===== src/rtl/keypad_scanner.sv =====
// 4x4 matrix keypad scanner: column strobing, row synchronisation, debounce and one-shot key codes.
// Optional nibble-to-byte assembly is enabled by defining KEYPAD_BYTE_ASSEMBLY_EN.
module keypad_scanner #(
  parameter int unsigned SCAN_DIV  = 50000,
  parameter int unsigned DEB_SCANS = 4
) (
  input  logic       clk,
  input  logic       rst,
  input  logic [3:0] fil,
  output logic [3:0] col,
  output logic [3:0] key_code,
  output logic       key_valid,
  output logic       key_held,
  output logic [7:0] byte_out,
  output logic       byte_valid
);

  localparam int unsigned STEP_W = $clog2(SCAN_DIV);
  localparam int unsigned DEB_W  = (DEB_SCANS > 1) ? $clog2(DEB_SCANS) : 1;

  typedef enum logic [1:0] {SCAN, DEBOUNCE, PRESSED, RELEASE} state_t;

  state_t            state, state_d;
  logic [3:0]        fil_s1, fil_s2;
  logic [STEP_W-1:0] step_cnt;
  logic [1:0]        col_idx, col_idx_d;
  logic [1:0]        cand_row, cand_row_d;
  logic [DEB_W-1:0]  cnt, cnt_d;
  logic              sample, row_hit, accept;
  logic [1:0]        row_idx;
  logic [3:0]        accept_code;

  function automatic logic [3:0] key_map(input logic [1:0] r, input logic [1:0] c);
    case ({r, c})
      4'h0: key_map = 4'h1;  4'h1: key_map = 4'h2;  4'h2: key_map = 4'h3;  4'h3: key_map = 4'hA;
      4'h4: key_map = 4'h4;  4'h5: key_map = 4'h5;  4'h6: key_map = 4'h6;  4'h7: key_map = 4'hB;
      4'h8: key_map = 4'h7;  4'h9: key_map = 4'h8;  4'hA: key_map = 4'h9;  4'hB: key_map = 4'hC;
      4'hC: key_map = 4'hE;  4'hD: key_map = 4'h0;  4'hE: key_map = 4'hF;  default: key_map = 4'hD;
    endcase
  endfunction

  assign col         = ~(4'b0001 << col_idx);
  assign sample      = (step_cnt == STEP_W'(SCAN_DIV - 1));
  assign row_hit     = ~&fil_s2;
  assign accept_code = key_map(cand_row, col_idx);

  // Lowest low row wins when several rows share the active column.
  always_comb begin
    casez (fil_s2)
      4'b???0: row_idx = 2'd0;
      4'b??01: row_idx = 2'd1;
      4'b?011: row_idx = 2'd2;
      default: row_idx = 2'd3;
    endcase
  end

  always_comb begin
    state_d    = state;
    col_idx_d  = col_idx;
    cand_row_d = cand_row;
    cnt_d      = cnt;
    accept     = 1'b0;
    case (state)
      SCAN: if (sample) begin
        if (row_hit) begin
          cand_row_d = row_idx;
          cnt_d      = '0;
          state_d    = DEBOUNCE;
        end else begin
          col_idx_d = col_idx + 2'd1;
        end
      end
      // The detecting sample counts as the first match, so acceptance fires on the count itself.
      DEBOUNCE: if (cnt == DEB_W'(DEB_SCANS - 1)) begin
        state_d = PRESSED;
        accept  = 1'b1;
        cnt_d   = '0;
      end else if (sample) begin
        if (row_hit && row_idx == cand_row) cnt_d = cnt + 1'b1;
        else state_d = SCAN;
      end
      PRESSED: if (sample) begin
        if (row_hit) cnt_d = '0;
        else if (cnt == DEB_W'(DEB_SCANS - 1)) state_d = RELEASE;
        else cnt_d = cnt + 1'b1;
      end
      default: begin
        col_idx_d = col_idx + 2'd1;
        state_d   = SCAN;
      end
    endcase
  end

  always_ff @(posedge clk or posedge rst) begin
    if (rst) begin
      state     <= SCAN;
      fil_s1    <= 4'hF;
      fil_s2    <= 4'hF;
      step_cnt  <= '0;
      col_idx   <= '0;
      cand_row  <= '0;
      cnt       <= '0;
      key_code  <= '0;
      key_valid <= 1'b0;
      key_held  <= 1'b0;
    end else begin
      state     <= state_d;
      fil_s1    <= fil;
      fil_s2    <= fil_s1;
      step_cnt  <= sample ? '0 : step_cnt + 1'b1;
      col_idx   <= col_idx_d;
      cand_row  <= cand_row_d;
      cnt       <= cnt_d;
      key_valid <= accept;
      key_held  <= (state_d == PRESSED);
      if (accept) key_code <= accept_code;
    end
  end

`ifdef KEYPAD_BYTE_ASSEMBLY_EN
  logic       phase;
  logic [3:0] hi_nib;

  always_ff @(posedge clk or posedge rst) begin
    if (rst) begin
      phase      <= 1'b0;
      hi_nib     <= '0;
      byte_out   <= '0;
      byte_valid <= 1'b0;
    end else begin
      byte_valid <= 1'b0;
      if (accept) begin
        if (!phase) begin
          hi_nib <= accept_code;
          phase  <= 1'b1;
        end else begin
          phase <= 1'b0;
          if (accept_code != 4'hE) begin
            byte_out   <= {hi_nib, accept_code};
            byte_valid <= 1'b1;
          end
        end
      end
    end
  end
`else
  assign byte_out   = '0;
  assign byte_valid = 1'b0;
`endif

endmodule


===== config.mk =====
export PLATFORM = sky130hd
export DESIGN_NAME = keypad_scanner
export DESIGN_NICKNAME = d
export VERILOG_FILES = /design/src/rtl/keypad_scanner.sv
export SDC_FILE = /design/constraint.sdc
export NUM_CORES = 1
export LEC_CHECK = 0
export ABC_AREA = 0
export BUFFER_PORTS_ARGS = -buffer_cell sky130_fd_sc_hd__buf_4
export CELL_PAD_IN_SITES_DETAIL_PLACEMENT = 1
export CELL_PAD_IN_SITES_GLOBAL_PLACEMENT = 1
export CORE_ASPECT_RATIO = 1.5
export CORE_MARGIN = 3
export CORE_UTILIZATION = 48
export CTS_CLUSTER_DIAMETER = 150
export DETAILED_ROUTE_END_ITERATION = 6
export HOLD_SLACK_MARGIN = 0.05
export PLACE_DENSITY_LB_ADDON = 0.1
export SKIP_LAST_GASP = 1
export SLEW_MARGIN = 5
export SYNTH_ARGS = -nofsm -noshare
export SYNTH_HDL_FRONTEND = slang
export SYNTH_SLANG_ARGS = --single-unit

===== constraint.sdc =====
create_clock -name clk -period 3.75 [get_ports clk]
set_clock_uncertainty 0.1 [all_clocks]
set_input_delay 0 -clock clk [delete_from_list [all_inputs] [get_ports clk]]
set_output_delay 0 -clock clk [all_outputs]
set_load 0.01 [all_outputs]

==> impl_metrics.json, run 1 <==
{
  "fill_cells": 443,
  "placed_area_mm2": 0.00212,
  "insertion_delay_ns": 0.28,
  "clock-sinks": 38,
  "synth_seq_area_share_pct": 48.0,
  "grt_use_total_pct": 19.5,
  "postSynthAreaPerCell_um2": 10.4,
  "crit_required_ns": 3.82,
  "crit_buf_inv": 0,
  "num_antenna_cells": 0,
  "path_max_fanout": 9,
  "vias_per_cell": 5.60,
  "syn_to_final_growth_pct": 14.1,
  "place_congestion": 0.803,
  "leakage_nw": 1.04,
  "vias": 1474,
  "multi_input_area_um2": 931,
  "rsz0062_at_grt": "false",
  "synth_area_mm2": 0.00200,
  "vdd_drop_max_v": 0.000277,
  "clockRootBuffer": "clkbuf_8",
  "final_area_mm2": 0.00228,
  "finalSetupViolations": 0,
  "crit_chain": "ha_1 > and4b_1 > and4_1 > a31oi_1 > a211oi_2 > mux2_2",
  "yosys_warnings": 0,
  "critPathTopFamily": "simple AND/OR/NAND/NOR gates",
  "coreArea_mm2": 0.00399,
  "grt_max_degree": 39,
  "cpPeakStageDelay_ns": 0.40,
  "cts_htree_levels": 2,
  "grt_pass1_vias": 1561,
  "cts.path.max_buffers": 2,
  "start_kind": "flip-flop",
  "synthCells": 193,
  "ys_ff_latch": 38,
  "rows": 28,
  "layout_common_cells": "dfrtp_1 (30), nand2_1 (17), buf_4 (16)",
  "die_h_um": 85.1,
  "status": "finished clean",
  "cap_violations": 0,
  "wl_per_cell_um": 16.6,
  "dp_hpwl_mm": 3.25,
  "seq_area_um2": 961,
  "drc": 0,
  "numCtsBuffers": 5,
  "overflow": 0,
  "endpoint_kind": "flip-flop",
  "power.density_mw_per_mm2": 346,
  "period_share_pct": 60.0,
  "r2r_slack_ns": 1.50,
  "synth_cell_types": 42,
  "layout_commonest_cell": "dfrtp_1",
  "fin_crit_ns": 2.25,
  "start_util_pct": 50.2,
  "drive_gt1_share_pct": 19.7,
  "cts_tree": "yes",
  "antenna_found_initial": 0,
  "cp_slowest_cell": "dfrtp_1",
  "hold_path_class": "reg -> reg",
  "portBuffers": 15,
  "hold_viol": 0,
  "clk_pin_slew_ns": 0.08,
  "cp.arrival_ns": 2.32,
  "worst-setup-path-type": "reg -> reg",
  "dieArea_mm2": 0.00500,
  "initialDrtViolationCount": 25,
  "fmax_mhz": 444,
  "grt_pass1_wl_mm": 7.49,
  "layout.nets": 235,
  "pin_count": 25,
  "setup_tns_ns": 0,
  "wl_mm": 4.36,
  "cts_resized": 0,
  "fp.dieW_um": 58.7,
  "ant_nets": 0,
  "maxSlewViolCount": 0,
  "drt-pass1-iter-count": 4
}
-- logic make-up after synthesis --
logic type / share of synthesized area [%]
buffers and inverters: 7.06
xor gates and xnor gates: 4.81
and+or+nand+nor: 19.6
adders and majority gates: 7.50
muxes: 4.31
DFF: 48.0
other: 0.187
AOI/OAI and AO/OA: 8.62
-- flip-flops by register name, indices dropped and copies added, names as in the netlist --
register and flops:
step_cnt 16, fil_s1 4, fil_s2 4, key_code 4
cand_row 2, cnt 2, col_idx 2, state 2
key_held 1, key_valid 1
-- path summary, 6_finish.rpt --
kind | start | endpoint | cells past startpoint
worst max register to register | step_cnt[0] | cnt[0] | 6
min in group asynchronous | rst | step_cnt[13] | 4
max in group asynchronous | rst | fil_s2[0] | 4
worst min-delay path | fil_s1[3] | fil_s2[3] | 0
worst max-delay path | step_cnt[0] | cnt[0] | 6
worst min register to register | fil_s1[3] | fil_s2[3] | 0
-- Yosys cell counts (all sizes together) --
master | count | area share (%)
dfrtp | 30 | 37
dfstp | 8 | 10
xnor2 | 5 | 2.2
o21ai | 14 | 3.5
nor3 | 3 | 0.75
nand2 | 17 | 3.2
a21o | 1 | 0.37
and4 | 3 | 1.4
inv | 14 | 2.6
ha | 12 | 7.5
mux2 | 3 | 1.7
o311a | 1 | 0.50
a211oi | 1 | 0.62
xor2 | 6 | 2.6
mux4 | 1 | 1.1
nor2 | 13 | 2.4
mux2i | 3 | 1.5
conb | 1 | 0.19
nand3 | 9 | 2.2
nor3b | 3 | 1.7
and4b | 1 | 0.50
nor2b | 1 | 0.31
nor4 | 2 | 0.62
nand4bb | 1 | 0.56
nand4 | 7 | 2.2
and4bb | 2 | 1.4
a21oi | 7 | 1.7
nand2b | 1 | 0.31
o211ai | 1 | 0.37
or2 | 2 | 0.62
a31oi | 2 | 0.62
o31ai | 1 | 0.37
and2 | 1 | 0.31
buf | 12 | 4.4
o211a | 1 | 0.50
nand3b | 1 | 0.37
or3 | 2 | 0.62
-- power by group --
| group | internal, mW | switching (mW) | total, mW |
|---|---|---|---|
| clock network | 0.198 | 0.145 | 0.343 |
| logic | 0.00923 | 0.0158 | 0.0250 |
| registers | 0.418 | 0.00381 | 0.421 |
-- through the flow --
| stage | total power, mW | util (%) | setup slack (ns) | hold slack [ns] | std cells |
|---|---|---|---|---|---|
| 2_1_floorplan | 0.448 | - | 1.77 | -0.0955 | 201 |
| 3_3_place_gp | 0.448 | 53.1 | 1.58 | 0.00838 | 250 |
| 3_5_place_dp | 0.450 | 53.1 | 1.47 | 0.00945 | 250 |
| 4_1_cts | 0.804 | 57.2 | 1.47 | 0.249 | 263 |
| 5_1_grt | 0.827 | 57.2 | 1.35 | 0.257 | 263 |
| 6_report | 0.789 | 57.2 | 1.50 | 0.261 | 263 |
-- final cells by class --
type	instances	share of cell area (%)
flip-flops and latches	38	42.1
multi-input cells	137	40.7
repair buffers	21	7.45
clock buffers	5	3.01
well taps	45	2.46
inverters	14	2.30
clock inverters	3	1.97
-- routing by layer --
layer	track usage [%]	vias to the layer above	wire, µm	part of all wire [%]
met5	0	-	0	0
met4	7.63	0	121	2.8
met3	3.04	11	99	2.3
met2	36.0	22	2520	58
met1	21.2	741	1610	37
li1	-	700	-	-
-- what timing repair did --
| item | in CTS | in global routing |
|---|---|---|
| hold endpoints to repair | 34 | 0 |
| hold buffers | 5 | 0 |
| setup buffers | 0 | 0 |
(Power assumes the default switching activity.)
==> inputs of run 2 (changes only) <==
--- a/config.mk
+++ b/config.mk
@@ -5,13 +5,13 @@
 export SDC_FILE = /design/constraint.sdc
 export NUM_CORES = 1
 export LEC_CHECK = 0
-export ABC_AREA = 0
+export ABC_AREA = 1
 export BUFFER_PORTS_ARGS = -buffer_cell sky130_fd_sc_hd__buf_4
 export CELL_PAD_IN_SITES_DETAIL_PLACEMENT = 1
 export CELL_PAD_IN_SITES_GLOBAL_PLACEMENT = 1
 export CORE_ASPECT_RATIO = 1.5
 export CORE_MARGIN = 3
-export CORE_UTILIZATION = 48
+export CORE_UTILIZATION = 43
 export CTS_CLUSTER_DIAMETER = 150
 export DETAILED_ROUTE_END_ITERATION = 6
 export HOLD_SLACK_MARGIN = 0.05
==> constraint.sdc (replaced) <==
create_clock -name clk -period 2.2 [get_ports clk]
set_clock_uncertainty 0.1 [all_clocks]
set_input_delay 0 -clock clk [delete_from_list [all_inputs] [get_ports clk]]
set_output_delay 0 -clock clk [all_outputs]
set_load 0.01 [all_outputs]
==> impl_metrics.json, run 2 <==
{
  "status": "finished clean",
  "pin_count": 25,
  "cts_tree": "yes",
  "synthCells": 245,
  "synthAdderAreaFrac_pct": 7.27,
  "ys_dominant_reg_cell": "dfrtp_1",
  "synthTopCellsByArea": "dfrtp_1 (36%), dfstp_2 (10%), nand2_1 (7.8%)",
  "num_antenna_cells": 0,
  "layout_commonest_cell": "nand2_1",
  "synth_seq_area_share_pct": 46.5,
  "synth_top_area_cell": "dfrtp_1",
  "postSynthAreaPerCell_um2": 8.43,
  "cpPeakStageDelay_ns": 0.39,
  "layout_common_cells": "nand2_1 (43), inv_1 (38), dfrtp_1 (30)",
  "antenna_found_initial": 0,
  "fin_ws_ns": 0.330,
  "portBuffers": 15,
  "vdd_drop_max_v": 0.000408,
  "leakage_nw": 1.19,
  "hold_viol": 0,
  "largest_register": "step_cnt",
  "synth-compound-area-share_pct": 8.30,
  "synthTopCellsByCount": "nand2_1 (43), inv_1 (38), dfrtp_1 (30)",
  "post_cts_buffers": 0,
  "drc": 0,
  "cap_violations": 0,
  "cts_resized": 0,
  "synth_area_mm2": 0.00206,
  "endpoint_kind": "flip-flop",
  "ys_ff_latch": 38,
  "synthSimpleGateAreaFrac_pct": 23.1,
  "grt_pass1_wl_mm": 8.07,
  "cts.path.max_buffers": 2,
  "layout.nets": 291,
  "maxSlewViolCount": 0,
  "syn_to_final_growth_pct": 15.9,
  "drive_gt1_share_pct": 16.4,
  "drt-pass1-iter-count": 4,
  "dp_hpwl_mm": 3.69,
  "synth_edf_count": 0,
  "insertion_delay_ns": 0.29,
  "async_flop_share_pct": 100,
  "clock-sinks": 38,
  "grt_max_degree": 39,
  "setup_tns_ns": 0,
  "coreArea_mm2": 0.00458,
  "synth_top_cell_area_share_pct": 36.4,
  "synth_top_family_by_area": "simple AND/OR/NAND/NOR gates",
  "worst-setup-path-type": "reg -> reg",
  "final_core_util_pct": 52.3,
  "synthXorXnorAreaFrac_pct": 4.24,
  "largest_reg_flops": 16,
  "vias": 1645,
  "wl_mm": 4.63,
  "overflow": 0,
  "hold_path_class": "reg -> reg",
  "cp_slowest_cell": "dfrtp_1",
  "grt_pass1_vias": 1774,
  "numCtsBuffers": 5,
  "synthMuxAreaShare_pct": 0,
  "place_congestion": 0.776,
  "fin_crit_ns": 1.87,
  "clk_pin_slew_ns": 0.07,
  "rsz0062_at_grt": "false",
  "ant_nets": 0,
  "vias_per_cell": 4.87,
  "fill_cells": 587,
  "dpl_worst_slack_ns": 0.304,
  "yosys_warnings": 0,
  "fp.dieW_um": 62.6,
  "cts_htree_levels": 2,
  "die_h_um": 90.9,
  "power.density_mw_per_mm2": 557,
  "initialDrtViolationCount": 28,
  "start_util_pct": 45.1,
  "crit_chain": "ha_1 > nand3_2 > nor2_2 > inv_2 > nor2_4 > nand3_2 > nand2_1 > nand3_1 > nand2_1 > nor2_1",
  "crit_buf_inv": 1,
  "dieArea_mm2": 0.00569,
  "crit_required_ns": 2.29,
  "synth_cell_types": 26,
  "path_max_fanout": 8,
  "fmax_mhz": 535,
  "finalSetupViolations": 0,
  "critPathTopFamily": "simple AND/OR/NAND/NOR gates",
  "post-synth-top-count-cell": "nand2_1",
  "hold_buffers": 5,
  "clockRootBuffer": "clkbuf_8",
  "grt_use_total_pct": 18.1,
  "wl_per_cell_um": 13.7,
  "period_share_pct": 85.0,
  "rows": 30,
  "cp.arrival_ns": 1.96,
  "start_kind": "flip-flop"
}
## run 2: cell count changes after synthesis, sizes merged, moves of 4 or more
| cell | change |
|---|---|
| a21oi | +8 |
| inv | +25 |
| xnor2 | -4 |
| nand2 | +28 |
| nand3 | +6 |
| nor2 | +19 |
## run 2: path summary, 6_finish.rpt
check | startpoint | endpoint | slack, ns | depth (start not counted)
max | step_cnt[0] | key_held | 0.33 | 10
max in group asynchronous | rst | fil_s1[1] | 1.37 | 4
min reg2reg | fil_s1[2] | fil_s2[2] | 0.25 | 0
max reg2reg | step_cnt[0] | key_held | 0.33 | 10
min | fil_s1[2] | fil_s2[2] | 0.25 | 0
min in group asynchronous | rst | step_cnt[13] | 0.28 | 4
## run 2: metal layers
metal  global-route usage, %  vias to the layer above  wire length (µm)
met5                       0                        -                 0
met4                    8.84                        0               155
met3                    2.74                       13               101
met2                    36.7                       23              2820
met1                    16.7                      799              1550
li1                        -                      810                 -
## run 2: cell type report
| type | count | area [µm²] | share of cell area [%] |
|---|---|---|---|
| Timing Repair Buffer | 22 | 178 | 7.42 |
| Multi-Input combinational cell | 167 | 920 | 38.4 |
| Sequential cell | 38 | 961 | 40.1 |
| Tap cell | 64 | 80.1 | 3.35 |
| Clock inverter | 3 | 40.0 | 1.67 |
| Inverter | 39 | 146 | 6.12 |
| Clock buffer | 5 | 68.8 | 2.88 |
## run 2: cells by family (layout without fill, tap and decap cells)
family | count (synthesis) | count (layout)
DFF | 38 | 38
and+or+nand+nor | 104 | 104
adders and majority gates | 12 | 12
buffers and inverters | 48 | 69
xor gates and xnor gates | 10 | 10
AOI/OAI and AO/OA | 32 | 32
other | 1 | 9
## run 2: stage by stage
step | hold WS [ns] | total power [mW] | instances | area, µm²
2_1_floorplan | -0.0955 | 0.763 | 253 | 2090
3_3_place_gp | 0.00916 | 0.766 | 325 | 2230
3_5_place_dp | 0.0107 | 0.768 | 325 | 2230
4_1_cts | 0.247 | 1.36 | 338 | 2390
5_1_grt | 0.262 | 1.40 | 338 | 2390
6_report | 0.254 | 1.33 | 338 | 2390
## run 2: report_power, final
part	leakage, nW	switching, mW	internal (mW)	total (mW)
Clock	0.0579	0.240	0.333	0.573
Combinational	0.647	0.0294	0.0158	0.0452
Sequential	0.489	0.00376	0.712	0.715
==> inputs of run 3 (changes only) <==
--- a/config.mk
+++ b/config.mk
@@ -9,7 +9,7 @@
 export BUFFER_PORTS_ARGS = -buffer_cell sky130_fd_sc_hd__buf_4
 export CELL_PAD_IN_SITES_DETAIL_PLACEMENT = 1
 export CELL_PAD_IN_SITES_GLOBAL_PLACEMENT = 1
-export CORE_ASPECT_RATIO = 1.5
+export CORE_ASPECT_RATIO = 1.1
 export CORE_MARGIN = 3
 export CORE_UTILIZATION = 43
 export CTS_CLUSTER_DIAMETER = 150
@@ -17,7 +17,6 @@
 export HOLD_SLACK_MARGIN = 0.05
 export PLACE_DENSITY_LB_ADDON = 0.1
 export SKIP_LAST_GASP = 1
-export SLEW_MARGIN = 5
 export SYNTH_ARGS = -nofsm -noshare
 export SYNTH_HDL_FRONTEND = slang
 export SYNTH_SLANG_ARGS = --single-unit
==> impl_metrics.json, run 3 (synthesis results as in run 2) <==
{
  "multi_input_area_um2": 920,
  "hold_path_class": "reg -> reg",
  "cp.arrival_ns": 1.96,
  "fin_ws_ns": 0.313,
  "cts_tree": "yes",
  "cap_violations": 0,
  "period_share_pct": 85.8,
  "crit_chain": "ha_1 > nand3_2 > nor2_2 > inv_2 > nor2_4 > nand3_2 > nand2_1 > nand3_1 > nand2_1 > nor2_1",
  "layout_common_cells": "nand2_1 (43), inv_1 (38), dfrtp_1 (30)",
  "numCtsBuffers": 5,
  "cts.path.max_buffers": 2,
  "cp_slowest_cell": "dfrtp_1",
  "crit_required_ns": 2.28,
  "cpPeakStageDelay_ns": 0.39,
  "fin_crit_ns": 1.89,
  "cts_htree_levels": 2,
  "critPathTopFamily": "simple AND/OR/NAND/NOR gates",
  "power.density_mw_per_mm2": 528,
  "coreArea_mm2": 0.00447,
  "fill_cells": 559,
  "grt_max_degree": 39,
  "leakage_nw": 1.18,
  "start_kind": "flip-flop",
  "place_congestion": 0.780,
  "status": "finished clean",
  "hold_buffers": 5,
  "antenna_found_initial": 0,
  "finalSetupViolations": 0,
  "clock-sinks": 38,
  "crit_buf_inv": 1,
  "initialDrtViolationCount": 66,
  "syn_to_final_growth_pct": 14.1,
  "setup_tns_ns": 0,
  "start_util_pct": 46.2,
  "p_total_mw": 1.24,
  "grt_pass1_wl_mm": 7.79,
  "clk_pin_slew_ns": 0.07,
  "largest_reg_flops": 16,
  "seq_area_um2": 961,
  "dpl_worst_slack_ns": 0.312,
  "drt-pass1-iter-count": 4,
  "fmax_mhz": 530,
  "grt_pass1_vias": 1734,
  "endpoint_kind": "flip-flop",
  "final_core_util_pct": 52.7,
  "vdd_drop_max_v": 0.000478,
  "portBuffers": 15,
  "drive_gt1_share_pct": 15.8,
  "insertion_delay_ns": 0.28,
  "rows": 25,
  "wl_per_cell_um": 13.1,
  "wl_mm": 4.29,
  "pin_count": 25,
  "grt_use_total_pct": 17.5,
  "vias_per_cell": 4.89,
  "num_antenna_cells": 0,
  "worst-setup-path-type": "reg -> reg",
  "clockRootBuffer": "clkbuf_8",
  "largest_register": "step_cnt",
  "cts_resized": 0,
  "rsz0062_at_grt": "false",
  "vias": 1599,
  "whs_ns": 0.257,
  "layout.nets": 290,
  "drc": 0,
  "ant_nets": 0,
  "maxSlewViolCount": 0,
  "fp.dieW_um": 72.1,
  "die_h_um": 78.7,
  "overflow": 0,
  "post_cts_buffers": 0,
  "dieArea_mm2": 0.00567,
  "path_max_fanout": 8,
  "layout_commonest_cell": "nand2_1",
  "dp_hpwl_mm": 3.38,
  "hold_viol": 0
}
run 3: final cells by class:
class | instances | share of cell area [%]
inverter | 39 | 6.21
clock inverter | 1 | 0.212
tap | 54 | 2.87
multi-input combinational | 167 | 39.0
timing repair buffer | 21 | 7.22
sequential | 38 | 40.8
clock buffer | 7 | 3.66
run 3: worst paths after layout:
path | from | to | slack [ns] | cells past startpoint
setup / recovery | step_cnt[0] | key_held | 0.31 | 10
hold / removal | fil_s1[0] | fil_s2[0] | 0.26 | 0
hold reg to reg | fil_s1[0] | fil_s2[0] | 0.26 | 0
setup reg to reg | step_cnt[0] | key_held | 0.31 | 10
max in group asynchronous | rst | fil_s1[0] | 1.34 | 4
min in group asynchronous | rst | step_cnt[5] | 0.29 | 4
run 3: power by group:
group,switching (mW),total [mW],internal (mW)
Combinational,0.0284,0.0437,0.0152
Clock,0.232,0.485,0.253
Sequential,0.00381,0.716,0.712
run 3: layer usage:
| metal | track usage [%] | wire (µm) | up-vias |
|---|---|---|---|
| met5 | 0 | 0 | - |
| met4 | 5.64 | 43 | 0 |
| met3 | 3.07 | 142 | 4 |
| met2 | 29.6 | 2050 | 26 |
| met1 | 22.4 | 2050 | 754 |
| li1 | - | - | 815 |
run 3: per-stage QoR:
| stage | instance area, µm² | instances |
|---|---|---|
| finish | 2360 | 327 |
| global route | 2360 | 327 |
| CTS | 2360 | 327 |
| detailed placement | 2210 | 314 |
| global placement | 2210 | 314 |
| floorplan | 2090 | 253 |
run 3: worst register-to-register path: stages (launching register included):
cell     delay (ns)
dfrtp_1        0.39
ha_1           0.24
nand3_2        0.12
nor2_2         0.17
inv_2          0.07
nor2_4         0.23
nand3_2        0.15
nand2_1        0.09
nand3_1        0.09
nand2_1        0.08
nor2_1         0.04
